## src/rtl/hazard_scoreboard_unit.sv

```systemverilog
// Pipeline hazard unit with a per-register scoreboard for multi-cycle units.
// Drives F->D, D->E, E->M, M->W enables/flushes, a sticky halt and a decode-stall counter.
module hazard_scoreboard_unit #(
    parameter int unsigned NREGS  = 32,
    parameter int unsigned REG_W  = 5,
    parameter int unsigned NUNITS = 2,
    parameter int unsigned CNT_W  = 32
) (
    input  logic              CLK,
    input  logic              RST,
    input  logic              halt,
    input  logic              ihit,
    input  logic              dhit,
    input  logic              dread,
    input  logic              dwrite,
    input  logic              branch_flush,
    input  logic              dec_valid,
    input  logic [REG_W-1:0]  dec_rs1,
    input  logic [REG_W-1:0]  dec_rs2,
    input  logic [REG_W-1:0]  dec_rd,
    input  logic              dec_rd_we,
    input  logic [NUNITS-1:0] dec_long,
    input  logic              dec_csr,
    input  logic [NUNITS-1:0] unit_busy,
    input  logic              ex_csr,
    input  logic              mem_csr,
    input  logic              wb_csr,
    input  logic              wb_valid,
    input  logic [REG_W-1:0]  wb_rd,
    output logic              f2d_en,
    output logic              d2e_en,
    output logic              e2m_en,
    output logic              m2w_en,
    output logic              f2d_flush,
    output logic              d2e_flush,
    output logic              e2m_flush,
    output logic              m2w_flush,
    output logic              halted,
    output logic [NREGS-1:0]  pending,
    output logic [CNT_W-1:0]  stall_cycles
);

    typedef enum logic {
        S_RUN,
        S_HALT
    } run_state_t;

    typedef enum logic [2:0] {
        SEL_NONE,
        SEL_FREEZE,
        SEL_HOLD,
        SEL_BRANCH,
        SEL_DSTALL,
        SEL_IMISS
    } ctl_sel_t;

    run_state_t       state_q, state_d;
    ctl_sel_t         sel;
    logic [NREGS-1:0] pending_nxt;
    logic             mem_stall;
    logic             raw, waw, strct, csr, dstall;
    logic             sb_set, sb_clr;

    // Hazard terms
    always_comb begin
        mem_stall = (dread | dwrite) & ~dhit;
        raw       = dec_valid & (((dec_rs1 != '0) & pending[dec_rs1]) |
                                 ((dec_rs2 != '0) & pending[dec_rs2]));
        waw       = dec_valid & dec_rd_we & (dec_rd != '0) & pending[dec_rd];
        strct     = dec_valid & (|(dec_long & unit_busy));
        csr       = dec_valid & dec_csr & (ex_csr | mem_csr | wb_csr);
        dstall    = raw | waw | strct | csr;
    end

    assign halted = (state_q == S_HALT);

    // Priority selection, first match wins
    always_comb begin
        sel = SEL_NONE;
        if (halted)            sel = SEL_FREEZE;
        else if (mem_stall)    sel = SEL_HOLD;
        else if (branch_flush) sel = SEL_BRANCH;
        else if (dstall)       sel = SEL_DSTALL;
        else if (!ihit)        sel = SEL_IMISS;
    end

    always_comb begin
        f2d_en    = 1'b1;
        d2e_en    = 1'b1;
        e2m_en    = 1'b1;
        m2w_en    = 1'b1;
        f2d_flush = 1'b0;
        d2e_flush = 1'b0;
        e2m_flush = 1'b0;
        m2w_flush = 1'b0;
        if (RST) begin
            f2d_en    = 1'b0;
            d2e_en    = 1'b0;
            e2m_en    = 1'b0;
            m2w_en    = 1'b0;
            f2d_flush = 1'b1;
            d2e_flush = 1'b1;
            e2m_flush = 1'b1;
            m2w_flush = 1'b1;
        end else begin
            unique case (sel)
                SEL_FREEZE, SEL_HOLD: begin
                    f2d_en = 1'b0;
                    d2e_en = 1'b0;
                    e2m_en = 1'b0;
                    m2w_en = 1'b0;
                end
                SEL_BRANCH: begin
                    f2d_flush = 1'b1;
                    d2e_flush = 1'b1;
                end
                SEL_DSTALL: begin
                    f2d_en    = 1'b0;
                    d2e_flush = 1'b1;
                end
                SEL_IMISS: f2d_flush = 1'b1;
                default: ;
            endcase
        end
    end

    // Only an instruction actually moving into EX claims its destination
    always_comb begin
        sb_set      = d2e_en & ~d2e_flush & dec_valid & dec_rd_we &
                      (|dec_long) & (dec_rd != '0);
        sb_clr      = wb_valid & (wb_rd != '0);
        pending_nxt = pending;
        if (sb_clr) pending_nxt[wb_rd]  = 1'b0;
        if (sb_set) pending_nxt[dec_rd] = 1'b1;
        pending_nxt[0] = 1'b0;
    end

    always_ff @(posedge CLK) begin
        if (RST) pending <= '0;
        else     pending <= pending_nxt;
    end

    always_comb begin
        state_d = state_q;
        if (state_q == S_RUN && halt && !mem_stall) state_d = S_HALT;
    end

    always_ff @(posedge CLK) begin
        if (RST) state_q <= S_RUN;
        else     state_q <= state_d;
    end

    always_ff @(posedge CLK) begin
        if (RST)
            stall_cycles <= '0;
        else if (sel == SEL_DSTALL && stall_cycles != '1)
            stall_cycles <= stall_cycles + CNT_W'(1);
    end

endmodule

```

## config.mk

```make
export PLATFORM = sky130hd
export DESIGN_NAME = hazard_scoreboard_unit
export DESIGN_NICKNAME = d
export VERILOG_FILES = /design/src/rtl/hazard_scoreboard_unit.sv
export SDC_FILE = /design/constraint.sdc
export NUM_CORES = 1
export LEC_CHECK = 0
export ABC_AREA = 0
export ABC_CLOCK_PERIOD_IN_PS = 8300
export CORE_MARGIN = 8
export CORE_UTILIZATION = 54
export CTS_BUF_LIST = sky130_fd_sc_hd__clkbuf_2 sky130_fd_sc_hd__clkbuf_4 sky130_fd_sc_hd__clkbuf_8
export DETAILED_ROUTE_END_ITERATION = 6
export PLACE_DENSITY = 0.88
export SYNTH_ARGS = -nofsm -noshare
export SYNTH_HDL_FRONTEND = slang
export SYNTH_SLANG_ARGS = --single-unit
```

## constraint.sdc

```tcl
create_clock -name CLK -period 8.3 [get_ports CLK]
set_input_delay 2.49 -clock CLK [delete_from_list [all_inputs] [get_ports CLK]]
set_output_delay 2.49 -clock CLK [all_outputs]
set_load 0.005 [all_outputs]
```

; Word level (Yosys, flattened, before mapping)
; Index checks and enable logic that the tools add are counted.
[word_totals]
regBits = 65
latchBits = 0
ramBits = 0
romBits = 0
in_bits = 39
out_inout_bits = 73
word_cells = 89
n_memories = 0
[classes]
add_sub_neg = 1
n_mul = 0
div = 0
order_cmp = 6
eq_ne = 6
shifts = 0
muxes = 26
n_bitwise = 30
n_reduce_logical = 16
[ops]
columns = op, n
row1 = 2-to-1 mux 32 bit, 2
row2 = "adder 32 x 1 -> 32 bit, second input constant", 1
row3 = AND 32 bit, 1
row4 = "!= test 32 bit, second input constant", 1
row5 = NOT 32 bit, 1
row6 = OR 32 bit, 1
row7 = "less-than comparator 5 x 6 -> 1 bit, second input constant", 4
row8 = nonzero test 5 bit, 4
row9 = AND 1 bit, 16
row10 = binary-select mux 1 bit (select 5 bit), 3
row11 = 2-to-1 mux 3 bit, 5
row12 = 2-to-1 mux 1 bit, 14
row13 = demux 1 bit (select 5 bit), 2
row14 = ">= comparator 5 x 1 -> 1 bit, second input constant", 2
row15 = OR reduction 2 bit, 5
row16 = OR 1 bit, 7
row17 = "== test 3 x 2 -> 1 bit, second input constant", 2
row18 = "== test 3 bit, second input constant", 2
row19 = logical AND 1 bit, 5
row20 = "== test 3 x 1 -> 1 bit, second input constant", 1
row21 = NOT 1 bit, 3
row22 = OR reduction 3 bit, 1
row23 = AND 2 bit, 1
row24 = zero test 1 bit, 1

; Logic depth before layout (Yosys ltp)
[logic_depth]
depth_word = 23
ltp_mapped = 12
ltp_nobuf = 8

; Worst setup path before layout
; No wires, ideal clock.
[synth_timing]
path_kind = input-to-output
from = input port dec_rs1[0]
to = output port f2d_flush
t_arrival_ps = 4340
required_ps = 5810
slack_ps = 1470
cell_stages = 8
path_buffers = 1
path_cell_list = buf_6 > mux4_2 > nand2b_1 > a41oi_2 > nand3_2 > or3_1 > o21a_1 > o31ai_1
[synth_between]
elab_chain_cells = 16
word_cells_on_any_way = 18
classes_between = eq/ne (2) / mux (8) / bitwise (6) / reduce/logical (2)
[synth_lines]
columns = element, line
row1 = "start, declared", 18  ; input logic [REG_W-1:0] dec_rs1,
row2 = binary-select mux 1 bit (select 5 bit), 67  ; raw = dec_valid & (((dec_rs1 != '0) & pending[dec_rs1]) |
row3 = 2-to-1 mux 1 bit (not written as such), 67
row4 = AND 1 bit (*), 67
row5 = OR 1 bit (*), 67
row6 = AND 1 bit (*), 67
row7 = OR 1 bit (*) (3 in series), 72  ; dstall = raw | waw | strct | csr;
row8 = 2-to-1 mux 3 bit (*), 83  ; else if (dstall) sel = SEL_DSTALL;
row9 = 2-to-1 mux 3 bit (*), 82  ; else if (branch_flush) sel = SEL_BRANCH;
row10 = 2-to-1 mux 3 bit (*), 81  ; else if (mem_stall) sel = SEL_HOLD;
row11 = 2-to-1 mux 3 bit (*), 80  ; if (halted) sel = SEL_FREEZE;
row12 = == test 3 x 2 -> 1 bit / == test 3 bit (equally long branches), 106  ; unique case (sel)
row13 = OR reduction 2 bit (no line) (*), -
row14 = 2-to-1 mux 1 bit (*), 106
row15 = 2-to-1 mux 1 bit (*), 96  ; if (RST) begin
row16 = "end, declared", 34  ; output logic f2d_flush,
; Mark *: on every way between the ends. The rest lies on a longest branch, timed or not. The select of a mux whose other input is x is not followed.

; Worst setup path in the final report
[layout_timing]
from = input port dec_rs1[0]
to = output port f2d_en
[layout_between]
elab_chain_cells = 16
word_cells_on_any_way = 19
classes_between = eq/ne (3) / mux (8) / bitwise (6) / reduce/logical (2)
[layout_lines]
columns = element, line
row1 = binary-select mux 1 bit (select 5 bit), 67
row2 = 2-to-1 mux 1 bit (not written as such), 67
row3 = AND 1 bit (*), 67
row4 = OR 1 bit (*), 67
row5 = AND 1 bit (*), 67
row6 = OR 1 bit (*) (3 in series), 72
row7 = 2-to-1 mux 3 bit (*), 83
row8 = 2-to-1 mux 3 bit (*), 82
row9 = 2-to-1 mux 3 bit (*), 81
row10 = 2-to-1 mux 3 bit (*), 80
row11 = == test 3 bit (tied with other cells), 106
row12 = OR reduction 3 bit (no line) (*), -
row13 = 2-to-1 mux 1 bit (*), 106
row14 = 2-to-1 mux 1 bit (*), 96
row15 = "end, declared", 30  ; output logic f2d_en,
; Marks and branches as above.

==> metrics.txt <==
met1 usage 29.6%; Sum Neg Setup Slack 0 ps; initial antenna violation count 0; P_sw 168 µW; post-CTS setup buffer count 0; post-synthesis async set-or-reset flop share 0%; CP Class input port to output pin; quantity of gates resized following cts 0; Clock power frac 43.4%; WL final 13.1 mm; pwr dens 126 nW/µm²; height of the die 104 µm; GP Congestion 0.946; H-tree Lvls 3; Synth Net Count 508; Residual DRC 0; Ports 112; CTS Sinks 64; final net count 602; MaxCap Viol Count 0; total grt overflow 0; P_leak 0.00190 µW; Buf/Inv on CP 2; Critical-path top delay cell clkdlybuf4s50_1; Most Crowded Layer GR met2; 1st-pass router iterations 5; RSZ-0062 raised after global routing no; CP required 5810 ps; Max VDD drop 121 µV; switch share 24.5%; WHS 497 ps; Final Hold Fails 0; Max transition margin 58.3%; Die W 104 µm; Num CTS Buffers 9; CP Launch Type input port; antenna viol nets, final 0; wire length per cell 19.6 µm; min cycle time layout 8100 ps; num rows 32; Port Buffers 110; detailed placement HPWL 9.71 mm; Mapped Cells 468; fin util 71.5%; most frequent CP cell clkdlybuf4s50_1; final non-filler cell area 5440 µm²; CP arrival 5610 ps; Tightest Pin Transition 624 ps; placed instance area 5220 µm²; Comb pwr share 11.4%; Final Cycle Share 97.6%; Core ar. 7610 µm²; Synth top area share 30.7%; largest area contributor in the netlist dfxtp_1; largest net degree at the start of global routing 51; most common cell after layout, fill and taps aside clkdlybuf4s50_1; synth warn 0; Setup Skew 12.0 ps; register area 1280 µm²; CTS Buffer Depth 2; CTS tree done; total track usage 23.8%; sequential area share after synthesis 30.7%; antenna cells 0; Seq cells post-synth 64; first-pass GRT wire length 21.3 mm; critical path's top delay family buffers and inverters; mapped cell area 4170 µm²; clock slew at reported path FFs 80 ps; Max Slew Vio Count 0; M2 GR Usage 38.9%; Worst Hold Class flip-flop to flip-flop; initial DRC count 314; synth unique cells 67; Synth Area per Inst 8.92 µm²; f_max 123 MHz; Via Count 4096; EDFF count, synth 0; CP cell instances clkdlybuf4s50_1 -> mux4_2 -> nand2b_1 -> a41oi_2 -> nand3_2 -> or3_1 -> o21a_1 -> a21boi_0 -> clkdlybuf4s50_1; ys flop type dfxtp_1; critical path fanouts, max 6; synth top area cells dfxtp_1 (31%), mux4_2 (5.4%), nand3b_1 (4.5%); CTS Hold Bufs 0; multi-input logic area 2600 µm²; Critical Path Max Stage Delay 690 ps; met3 Use GR 5.64%; Layout area overhead 30.2%; vias in the first global route 4101; Via density 6.12; Initial Util 54.9%; Internal 516 µW; die area 10800 µm²; sequential power share 45.2%; clk root buf clkbuf_8; Worst-Skew Late Latency 350 ps; Layout fillers 571; share of cells above drive strength 1 13.4%; setup violators final 0; status complete, no violations; most frequent cells in the layout clkdlybuf4s50_1 (109), dfxtp_1 (64), nor2_1 (32); CP Capture Type output pin
## per-stage QoR
stage	cells	setup slack, ps	power (µW)
finish	669	201	683
CTS	669	202	684
detailed placement	653	209	392
global placement	653	318	390
floorplan	468	1470	359
global route	669	44.4	708
## routing by layer
metal | part of all wire, % | routed length (µm) | vias to the layer above
met5 | 0 | 0 | -
met4 | 2.2 | 284 | 0
met3 | 8.6 | 1130 | 31
met2 | 48 | 6270 | 243
met1 | 41 | 5450 | 1913
li1 | - | - | 1909
## cell usage after synthesis (6+ instances only)
cell type,count
a21oi_1,14
a22oi_1,6
a31o_2,6
and3_1,11
clkbuf_1,15
dfxtp_1,64
inv_1,13
mux2_2,10
mux2i_1,14
mux4_1,6
mux4_2,10
nand2_1,29
nand2b_1,6
nand3_1,14
nand3b_1,25
nand4_1,11
nor2_1,32
nor2b_1,25
nor3_1,6
nor3b_1,7
o21ai_0,24
o21ai_1,14
o21ai_2,11
xnor2_1,12
## power by group through the flow
| stage | logic [µW] | clock network [µW] | registers (µW) |
|---|---|---|---|
| final | 77.6 | 297 | 309 |
| after global routing | 83.3 | 316 | 309 |
| after CTS | 76.9 | 299 | 309 |
| after detailed placement | 76.3 | 0 | 316 |
| after global placement | 74.7 | 0 | 316 |
| after floorplan | 43.5 | 0 | 316 |
## final cells by class
cell class,count,area share [%]
well taps,102,2.35
clock buffers,9,2.28
flip-flops and latches,64,23.6
multi-input cells,356,47.9
inverters,13,0.898
clock inverters,7,1.75
repair buffers,118,21.3
## cells by family after synthesis
group,count (synthesis),synth area share (%)
AO/OA/AOI/OAI,97,15.4
flip-flops,64,30.7
adder cells (fa/ha/maj),1,0.300
XOR/XNOR,12,2.52
AND/OR/NAND/NOR,205,28.8
other,1,0.0898
buffers and inverters,48,6.92
multiplexers,40,15.2
## worst register-to-register path, cell delays in order (launching register included)
cell and delay [ps]:
dfxtp_1 390, mux4_2 490, nor4bb_1 160, a41oi_1 190, nand4_1 180, or3_1 410
or4_4 560, or3_1 570, o21ai_1 210
## worst paths after layout
kind | startpoint | endpoint | slack [ps] | cells after the start
max | dec_rs1[0] | f2d_en | 200 | 9
min | halted | halted | 500 | 2
max reg2reg | pending[7] | pending[11] | 5070 | 8
min reg2reg | halted | halted | 500 | 2
## state kept, by name, indices dropped and copies added (netlist names)
signal        cells
pending          31
halted            1
stall_cycles     32
No activity file was read; power rests on OpenSTA's default activity.
